===== src/rtl/byte_word_packer_pkg.sv =====
// Shared definitions for the byte-to-word packer.
//   DW_DEFAULT    : default byte lane width in bits
//   LANES_DEFAULT : default bytes per output word (legal 2..8)
//   lane_idx_t    : lane index / fill counter at default geometry
//   keep_t        : lane keep mask at default geometry
package pack_pkg;
  localparam int DW_DEFAULT    = 8;
  localparam int LANES_DEFAULT = 4;

  typedef logic [$clog2(LANES_DEFAULT)-1:0] lane_idx_t;
  typedef logic [LANES_DEFAULT-1:0]         keep_t;
endpackage


===== src/rtl/byte_word_packer_if.sv =====
// Byte-in / word-out stream bundle for the packer.
//   in_data/in_valid/in_last/in_ready         : byte stream, valid/ready
//   out_data/out_keep/out_last/out_valid/out_ready : word stream, valid/ready
// master = producer of bytes and consumer of words; slave = the packer.
interface byte_word_packer_if #(
  parameter int DW    = pack_pkg::DW_DEFAULT,
  parameter int LANES = pack_pkg::LANES_DEFAULT
);
  logic [DW-1:0]             in_data;
  logic                      in_valid;
  logic                      in_last;
  logic                      in_ready;
  logic [LANES-1:0][DW-1:0]  out_data;
  logic [LANES-1:0]          out_keep;
  logic                      out_last;
  logic                      out_valid;
  logic                      out_ready;

  modport master (
    output in_data, in_valid, in_last, out_ready,
    input  in_ready, out_data, out_keep, out_last, out_valid
  );

  modport slave (
    input  in_data, in_valid, in_last, out_ready,
    output in_ready, out_data, out_keep, out_last, out_valid
  );
endinterface


===== src/rtl/byte_word_packer_out_reg.sv =====
// pack_out_reg: single-entry output holding register with valid/ready.
//   clk, rst            : clock, synchronous active-high reset
//   load, load_*        : new word to capture (only when in_ready is high)
//   out_ready           : downstream accepts the held word
//   in_ready            : register can take a new word this cycle
//   out_valid, out_*    : held word
module pack_out_reg #(
  parameter int DW    = pack_pkg::DW_DEFAULT,
  parameter int LANES = pack_pkg::LANES_DEFAULT
) (
  input  logic                     clk,
  input  logic                     rst,
  input  logic                     load,
  input  logic [LANES-1:0][DW-1:0] load_data,
  input  logic [LANES-1:0]         load_keep,
  input  logic                     load_last,
  input  logic                     out_ready,
  output logic                     in_ready,
  output logic                     out_valid,
  output logic [LANES-1:0][DW-1:0] out_data,
  output logic [LANES-1:0]         out_keep,
  output logic                     out_last
);
  // Free when empty or draining this cycle; never depends on upstream valid,
  // so no combinational loop through the byte handshake.
  assign in_ready = !out_valid || out_ready;

  always_ff @(posedge clk) begin
    if (rst) begin
      out_valid <= 1'b0;
      out_data  <= '0;
      out_keep  <= '0;
      out_last  <= 1'b0;
    end else if (load) begin
      // covers drain+load in the same cycle: new word replaces old, no bubble
      out_valid <= 1'b1;
      out_data  <= load_data;
      out_keep  <= load_keep;
      out_last  <= load_last;
    end else if (out_ready) begin
      out_valid <= 1'b0;
    end
  end
endmodule


===== src/rtl/byte_word_packer.sv =====
// byte_word_packer: packs LANES bytes (little-endian, first byte in lane 0)
// into one word; in_last closes a partial word early with a keep mask.
//   clk, rst : clock, synchronous active-high reset
//   bus      : slave side of byte_word_packer_if (byte in, word out)
module byte_word_packer
  import pack_pkg::*;
#(
  parameter int DW    = DW_DEFAULT,
  parameter int LANES = LANES_DEFAULT
) (
  input  logic               clk,
  input  logic               rst,
  byte_word_packer_if.slave  bus
);
  localparam int            CW        = $clog2(LANES);
  localparam logic [CW-1:0] LAST_LANE = CW'(LANES - 1);

  logic [CW-1:0]            cnt, cnt_nxt;
  logic [LANES-1:0][DW-1:0] acc, acc_nxt, word;
  logic [LANES-1:0]         keep_acc, keep_nxt, lane_sel;
  logic                     accept, complete;

  assign accept   = bus.in_valid && bus.in_ready;
  assign complete = accept && (bus.in_last || cnt == LAST_LANE);

  // acc lanes at and above cnt are always zero, so inserting the byte at
  // lane cnt yields both the next accumulator and the completed word.
  for (genvar i = 0; i < LANES; i++) begin : g_lane
    assign lane_sel[i] = (cnt == CW'(i));
    assign word[i]     = lane_sel[i] ? bus.in_data : acc[i];
  end

  always_comb begin
    cnt_nxt  = cnt;
    acc_nxt  = acc;
    keep_nxt = keep_acc;
    if (complete) begin
      cnt_nxt  = '0;
      acc_nxt  = '0;
      keep_nxt = '0;
    end else if (accept) begin
      cnt_nxt  = cnt + 1'b1;
      acc_nxt  = word;
      keep_nxt = keep_acc | lane_sel;
    end
  end

  always_ff @(posedge clk) begin
    if (rst) begin
      cnt      <= '0;
      acc      <= '0;
      keep_acc <= '0;
    end else begin
      cnt      <= cnt_nxt;
      acc      <= acc_nxt;
      keep_acc <= keep_nxt;
    end
  end

  pack_out_reg #(.DW(DW), .LANES(LANES)) u_out (
    .clk       (clk),
    .rst       (rst),
    .load      (complete),
    .load_data (word),
    .load_keep (keep_acc | lane_sel),
    .load_last (bus.in_last),
    .out_ready (bus.out_ready),
    .in_ready  (bus.in_ready),
    .out_valid (bus.out_valid),
    .out_data  (bus.out_data),
    .out_keep  (bus.out_keep),
    .out_last  (bus.out_last)
  );
endmodule


===== src/flat_wrapper.sv =====
// flat-port wrapper written by rule: the top's interface ports become plain ports
module byte_word_packer_flat import pack_pkg::*;
#(
  parameter int DW    = DW_DEFAULT,
  parameter int LANES = LANES_DEFAULT
)
  (clk, rst, bus_in_data, bus_in_valid, bus_in_last, bus_out_ready, bus_in_ready, bus_out_data, bus_out_keep, bus_out_last, bus_out_valid);
  byte_word_packer_if #(.DW(DW), .LANES(LANES)) bus_i ();
  input  logic clk;
  input  logic rst;
  input wire logic [$bits(bus_i.in_data)-1:0] bus_in_data;
  input wire logic [$bits(bus_i.in_valid)-1:0] bus_in_valid;
  input wire logic [$bits(bus_i.in_last)-1:0] bus_in_last;
  input wire logic [$bits(bus_i.out_ready)-1:0] bus_out_ready;
  output wire logic [$bits(bus_i.in_ready)-1:0] bus_in_ready;
  output wire logic [$bits(bus_i.out_data)-1:0] bus_out_data;
  output wire logic [$bits(bus_i.out_keep)-1:0] bus_out_keep;
  output wire logic [$bits(bus_i.out_last)-1:0] bus_out_last;
  output wire logic [$bits(bus_i.out_valid)-1:0] bus_out_valid;
  assign bus_i.in_data = bus_in_data;
  assign bus_i.in_valid = bus_in_valid;
  assign bus_i.in_last = bus_in_last;
  assign bus_i.out_ready = bus_out_ready;
  assign bus_in_ready = bus_i.in_ready;
  assign bus_out_data = bus_i.out_data;
  assign bus_out_keep = bus_i.out_keep;
  assign bus_out_last = bus_i.out_last;
  assign bus_out_valid = bus_i.out_valid;
  byte_word_packer #(.DW(DW), .LANES(LANES)) u_core (.clk(clk), .rst(rst), .bus(bus_i));
endmodule

===== config.mk =====
export PLATFORM = sky130hd
export DESIGN_NAME = byte_word_packer_flat
export DESIGN_NICKNAME = d
export VERILOG_FILES = /design/src/rtl/byte_word_packer_pkg.sv /design/src/rtl/byte_word_packer_if.sv /design/src/rtl/byte_word_packer_out_reg.sv /design/src/rtl/byte_word_packer.sv /design/src/flat_wrapper.sv
export SDC_FILE = /design/constraint.sdc
export NUM_CORES = 1
export LEC_CHECK = 0
export CAP_MARGIN = 20
export CORE_ASPECT_RATIO = 0.7
export CORE_MARGIN = 2
export CORE_UTILIZATION = 48
export CTS_BUF_LIST = sky130_fd_sc_hd__clkbuf_4 sky130_fd_sc_hd__clkbuf_8 sky130_fd_sc_hd__clkbuf_16
export DETAILED_ROUTE_END_ITERATION = 7
export PLACE_DENSITY = 0.85
export SYNTH_ARGS = -nofsm -noshare
export SYNTH_HDL_FRONTEND = slang
export SYNTH_SLANG_ARGS = --single-unit

===== constraint.sdc =====
create_clock -name clk -period 1.5 [get_ports clk]
set_input_delay 0.225 -clock clk [delete_from_list [all_inputs] [get_ports clk]]
set_output_delay 0.225 -clock clk [all_outputs]
set_load 0.01 [all_outputs]

==> Word-level counts from Yosys, hierarchy flattened <==
Index checks and enable logic that the tools add are counted.
Widths: inputs -> output; s select.
{ "classes": {"n_addsub": 1, "n_eq_ne": 3, "mux": 6, "bitwise_logic": 1, "reduce_logical": 8} }
{ "op_table": {"columns": ["op", "n"], "rows": [
  ["$mux 8", 4],
  ["$eq 2x2->1 const B", 2],
  ["$or 4x4->4", 1],
  ["$add 2x1->2 const B", 1],
  ["$eq 2x1->1 const B", 1],
  ["$logic_and 1x1->1", 2],
  ["$logic_not 2->1", 1],
  ["$logic_or 1x1->1", 2],
  ["$mux 1", 2],
  ["$reduce_bool 2->1", 1],
  ["$reduce_or 2->1", 1],
  ["$logic_not 1->1", 1]
]} }
{ "totals": {"register_bits": 76, "in_bits": 13, "out_inout_bits": 39, "word_cells": 32} }

==> Longest topological paths before layout <==
{ "logic_depth": {"word_depth": 5, "ltp_mapped": 6} }

==> Hierarchy <==
Synthesis repeated with hierarchy kept, for this count alone.
{ "unflattened": {"cells_unflattened": 317, "hier_area_um2": 3148.0} }
{ "modules_own_cells": {"columns": ["mod", "n_inst", "cells_per_inst", "area_each_um2", "seq_area_each_um2"], "rows": [
  ["byte_word_packer", 1, 194, 1786.7, 760.7],
  ["pack_out_reg", 1, 123, 1361.3, 760.7]
]} }

==> Worst setup path after synthesis <==
OpenSTA, ideal clock, no wires.
{ "synth_path": {"kind": "reg2reg", "startpoint": "reg u_core.cnt[0]", "endpoint": "reg u_core.u_out.out_valid", "setup_time_ps": 115, "arrival_time_ps": 1348, "t_required_ps": 1385, "setup_slack_ps": 37, "path_stages_with_launch": 7, "path_buffers": 2, "period_less_slack_ps": 1463, "cell_sequence": "dfxtp_1 > ha_1 > or2_1 > and3_1 > buf_6 > buf_6 > o21a_1"} }
{ "synth_between": {"elab_chain_cells": 4} }
{ "synth_lines": {"columns": ["item", "line", "source"], "rows": [
  ["from (decl)", "byte_word_packer.sv:18", "logic [CW-1:0] cnt, cnt_nxt;"],
  ["from (signal assigned)", "byte_word_packer.sv:54", "cnt <= cnt_nxt;"],
  ["$eq 2x2->1 (*)", "byte_word_packer.sv:24", "assign complete = accept && (bus.in_last || cnt == LAST_LANE);"],
  ["$logic_or 1x1->1 (*)", "byte_word_packer.sv:24", null],
  ["$logic_and 1x1->1 (*)", "byte_word_packer.sv:24", null],
  ["$mux 1 / $reduce_bool 2->1 (equally long branches)", null, null],
  ["to (signal assigned)", "byte_word_packer_out_reg.sv:30", "out_valid <= 1'b0;"],
  ["to (signal assigned)", "byte_word_packer_out_reg.sv:36", "out_valid <= 1'b1;"],
  ["to (signal assigned)", "byte_word_packer_out_reg.sv:41", "out_valid <= 1'b0;"],
  ["to (decl)", "byte_word_packer_out_reg.sv:19", "output logic out_valid,"]
]} }
Every way passes the cells marked *; elsewhere a longest branch is shown, timed or not.
A chain may end at the register's enable or synchronous reset.

==> Worst setup path after layout <==
{ "layout_path": {"startpoint": "reg u_core.cnt[0]", "endpoint": "reg u_core.u_out.out_keep[0]"} }
{ "layout_between": {"elab_chain_cells": 3} }
{ "layout_lines": {"columns": ["item", "line", "source"], "rows": [
  ["$eq 2x2->1", "byte_word_packer.sv:24", null],
  ["$logic_or 1x1->1", "byte_word_packer.sv:24", null],
  ["$logic_and 1x1->1", "byte_word_packer.sv:24", null],
  ["to (signal assigned)", "byte_word_packer_out_reg.sv:38", "out_keep <= load_keep;"],
  ["to (decl)", "byte_word_packer_out_reg.sv:21", "output logic [LANES-1:0] out_keep,"]
]} }
Parallel ways exist; a longest one is shown, timed or not.

==> results.md <==
- Status: finished, violations left
- Failing checks: setup timing
- Slowest Stage Delay on Critical Path: 0.37 ns
- Post-synth top flop: dfxtp_1
- #FFs+latches synth: 76
- Area occupied by multi-input gates: 1880 sq um
- Placed cell areas: 4170 sq um
- Final min period: 1.55 ns
- Mapped Cells: 339
- Vias in the first global route: 2985
- Number of antenna violations at the first check in global routing: 0
- Tightest Hold Check Type: in2reg
- Gr ovfl total: 0
- FF+latch area: 1530 sq um
- Setup crit start kind: flip-flop
- Post-Synth Adder-Cell Area: 0.0148
- FP Rows: 25
- Initial Util: 0.497
- Total wire length: 10500 um
- Worst hold slack: 0.370 ns
- EDFF count, synth: 0
- Syn avg cell area: 9.95 sq um
- Critical R2R Launch: u_core.cnt[0]$_SDFFE_PP0P_
- Largest net degree at the start of global routing: 29
- Post-Route Skew: 0.00935 ns
- DRC: 0
- Clock root buffer: clkbuf_8
- TritonCTS Buffers: 9
- Post-synth top area cell: dfxtp_1
- Hpwl dp: 6130 um
- Die Span Y: 74.1 um
- Reg clk slew, reported paths: 0.08 ns
- Final instance area: 4850 sq um
- CTS sink cnt: 76
- Arrival @ worst endpoint: 1.78 ns
- Compound-Gate Fraction of Synth Area: 0.286
- Power per cell area: 1040 nW/um^2
- Hold Path Depth: 3
- Ports: 52
- Slew Limit Fails: 0
- Synth Area in Simple Gates: 0.0812
- VDD IR max: 0.548 mV
- Crit. path cell count: 6
- Hold Violations, Final: 0
- Area growth, synth to finish: 43.9%
- CTS Hold Bufs: 0
- Slowest-stage cell, CP: dfxtp_4
- Mux cell area share after synthesis: 0.0950
- Leak: 2.00 nW
- XOR/XNOR Fraction of Synth Area: 0
- Share of layout cells above drive strength 1: 0.320
- Final WS setup: -0.0495 ns
- Vias: 3089
- Worst r2r dst: u_core.u_out.out_keep[0]$_SDFFE_PP0P_
- Crit-path max FO: 15
- Max Fclk: 0.645 GHz
- Worst endpoint required time: 1.73 ns
- DRT iter0 DRCs: 324
- Clock buffer depth: 2
- Htree depth: 3
- N_diodes: 0
- Period utilization: 1.03
- Setup CP Type: reg2reg
- Mean routed wirelength per cell: 20.7 um
- First-pass GRT wire length: 15300 um
- All-Layer GR Usage: 0.257
- Worst slew margin: 0.704
- Synth area leaders: dfxtp_1 (45%), a211oi_2 (11%), mux2i_1 (9.5%), a31oi_1 (6.9%), a21oi_1 (4.5%)
- Top delay family on crit path: flip-flops
- Largest family of logic cells by synthesized area: compound AO/OA/AOI/OAI gates
- CP bufs+invs: 2
- Nets: 425
- RSZ-0062 raised after global routing: yes
- Setup-failing EPs final: 25
- Cells along the critical path: ha_4 -> or2_4 -> buf_8 -> buf_12 -> a31oi_2 -> a211oi_2
- CTS tree: yes
- Vias per std cell: 6.09
- Element type at the critical path end: flip-flop
- Fraction of registers with async set/reset: 0
- Die area: 7720 sq um
- Yosys cell types: 27
- RePlAce Congestion: 0.862
- Syn Std Cell Area: 3370 sq um
- Syn nets: 356
- Clk_lat worst skew: 0.36 ns
- Hold Path Sink: u_core.acc[2]$_SDFFE_PP0P_
- Syn. warnings: 0
- Filler Cell Count: 479
- Worst-Margin Slew: 0.443 ns
- Max_cap viols: 0
- I/O Buffers: 51
- Die X: 104 um
- Top-count cell post-synth: dfxtp_1
- Sequential share of the synthesized area: 0.451
- Post-synth top area share: 0.451
- R2R depth: 6
- Post-route ant nets: 0
- R2r setup slk: -0.05 ns
- Top post-synthesis cells by count: dfxtp_1 (76), a31oi_1 (37), mux2i_1 (32)
- Core Box Area: 6790 sq um
- Hold_sp: rst
- Drt first pass iters: 6
-- layout make-up --
class	count	share of cell area
Multi-Input combinational cell	223	0.387
Sequential cell	76	0.314
Clock buffer	12	0.0327
Inverter	6	0.00515
Tap cell	94	0.0242
Timing Repair Buffer	92	0.217
Clock inverter	4	0.0196
-- how the worst max path moves through the flow --
| stage | startpoint | end | slack [ns] |
|---|---|---|---|
| after floorplan | u_core.cnt[0]$_SDFFE_PP0P_ | u_core.u_out.out_valid$_SDFFE_PP0P_ | 0.04 |
| after global placement | bus_in_last | u_core.u_out.out_data[29]$_SDFFE_PP0P_ | -0.13 |
| after detailed placement | bus_in_last | u_core.acc[7]$_SDFFE_PP0P_ | -0.20 |
| after CTS | u_core.u_out.out_keep[0]$_SDFFE_PP0P_ | bus_out_keep[0] | 0.0003 |
| after global routing | u_core.cnt[0]$_SDFFE_PP0P_ | u_core.u_out.out_keep[0]$_SDFFE_PP0P_ | -0.08 |
| final | u_core.cnt[0]$_SDFFE_PP0P_ | u_core.u_out.out_keep[0]$_SDFFE_PP0P_ | -0.05 |
-- report_power, final --
group          total (W)  internal [W]  switching (W)
combinational   0.000915      0.000440       0.000476
clock            0.00198       0.00121       0.000767
sequential       0.00217       0.00211      0.0000647
-- routing by layer --
metal  share of wire  track usage  wire (um)
met5               0            0          0
met4           0.026        0.105        275
met3           0.078       0.0745        822
met2            0.47        0.424       4940
met1            0.42        0.324       4460
-- registers in the layout, summed over array words and instances, names as in the netlist --
| signal | count |
|---|---|
| u_core.keep_acc | 4 |
| u_core.u_out.out_valid | 1 |
| u_core.u_out.out_last | 1 |
| u_core.acc | 32 |
| u_core.cnt | 2 |
| u_core.u_out.out_keep | 4 |
| u_core.u_out.out_data | 32 |
-- cell families (layout without fill, tap and decap cells) --
kind of cell / Yosys count / after routing
AO/OA/AOI/OAI: 132 / 135
flip-flops: 76 / 76
AND/OR/NAND/NOR: 52 / 52
buffers and inverters: 43 / 114
multiplexers: 32 / 32
adder cells (fa/ha/maj): 4 / 4
-- through the flow --
stage / utilization / total power (W) / setup TNS (ns) / setup slack (ns) / std cells
2_1_floorplan: - / 0.00263 / 0 / 0.0370 / 339
3_3_place_gp: 0.614 / 0.00296 / -8.02 / -0.133 / 484
3_5_place_dp: 0.614 / 0.00299 / -11.93 / -0.196 / 484
4_1_cts: 0.659 / 0.00496 / 0 / 0.000273 / 501
5_1_grt: 0.715 / 0.00523 / -1.26 / -0.0763 / 507
6_report: 0.715 / 0.00507 / -0.355 / -0.0495 / 507
-- placed cells by master, fill, tap and decap left out, types with 2 or more instances in the layout --
cell             instances
a31o_4                   2
bufinv_16                3
mux2i_1                 29
inv_1                    5
clkdlybuf4s50_1         23
nor2_1                   7
nand2_1                  2
a31oi_4                  6
a211oi_2                35
dlymetal6s2s_1          23
buf_12                   9
o21ai_0                 23
a31o_2                   2
buf_6                    4
clkbuf_16                3
buf_4                   24
dlygate4sd2_1            4
ha_2                     3
a21oi_1                 27
o21ai_1                  3
dfxtp_1                 75
clkbuf_8                11
a21oi_2                  3
nand3_1                 27
a31oi_1                 21
a31oi_2                 10
and2_1                  10
mux2i_2                  3
-- timing repair --
item	4_1_cts	5_1_grt
gates resized for setup	13	69
buffers inserted	0	0
endpoints found under the setup margin	77	94
pin swaps	1	4
gates cloned	1	6
hold endpoints to repair	0	0
-- worst register-to-register path, stage by stage (launching register included) --
cell      delay [ns]
dfxtp_4         0.37
ha_4            0.16
or2_4           0.28
buf_8           0.16
buf_12          0.16
a31oi_2         0.23
a211oi_2        0.07
No activity file was read; power rests on OpenSTA's default activity.
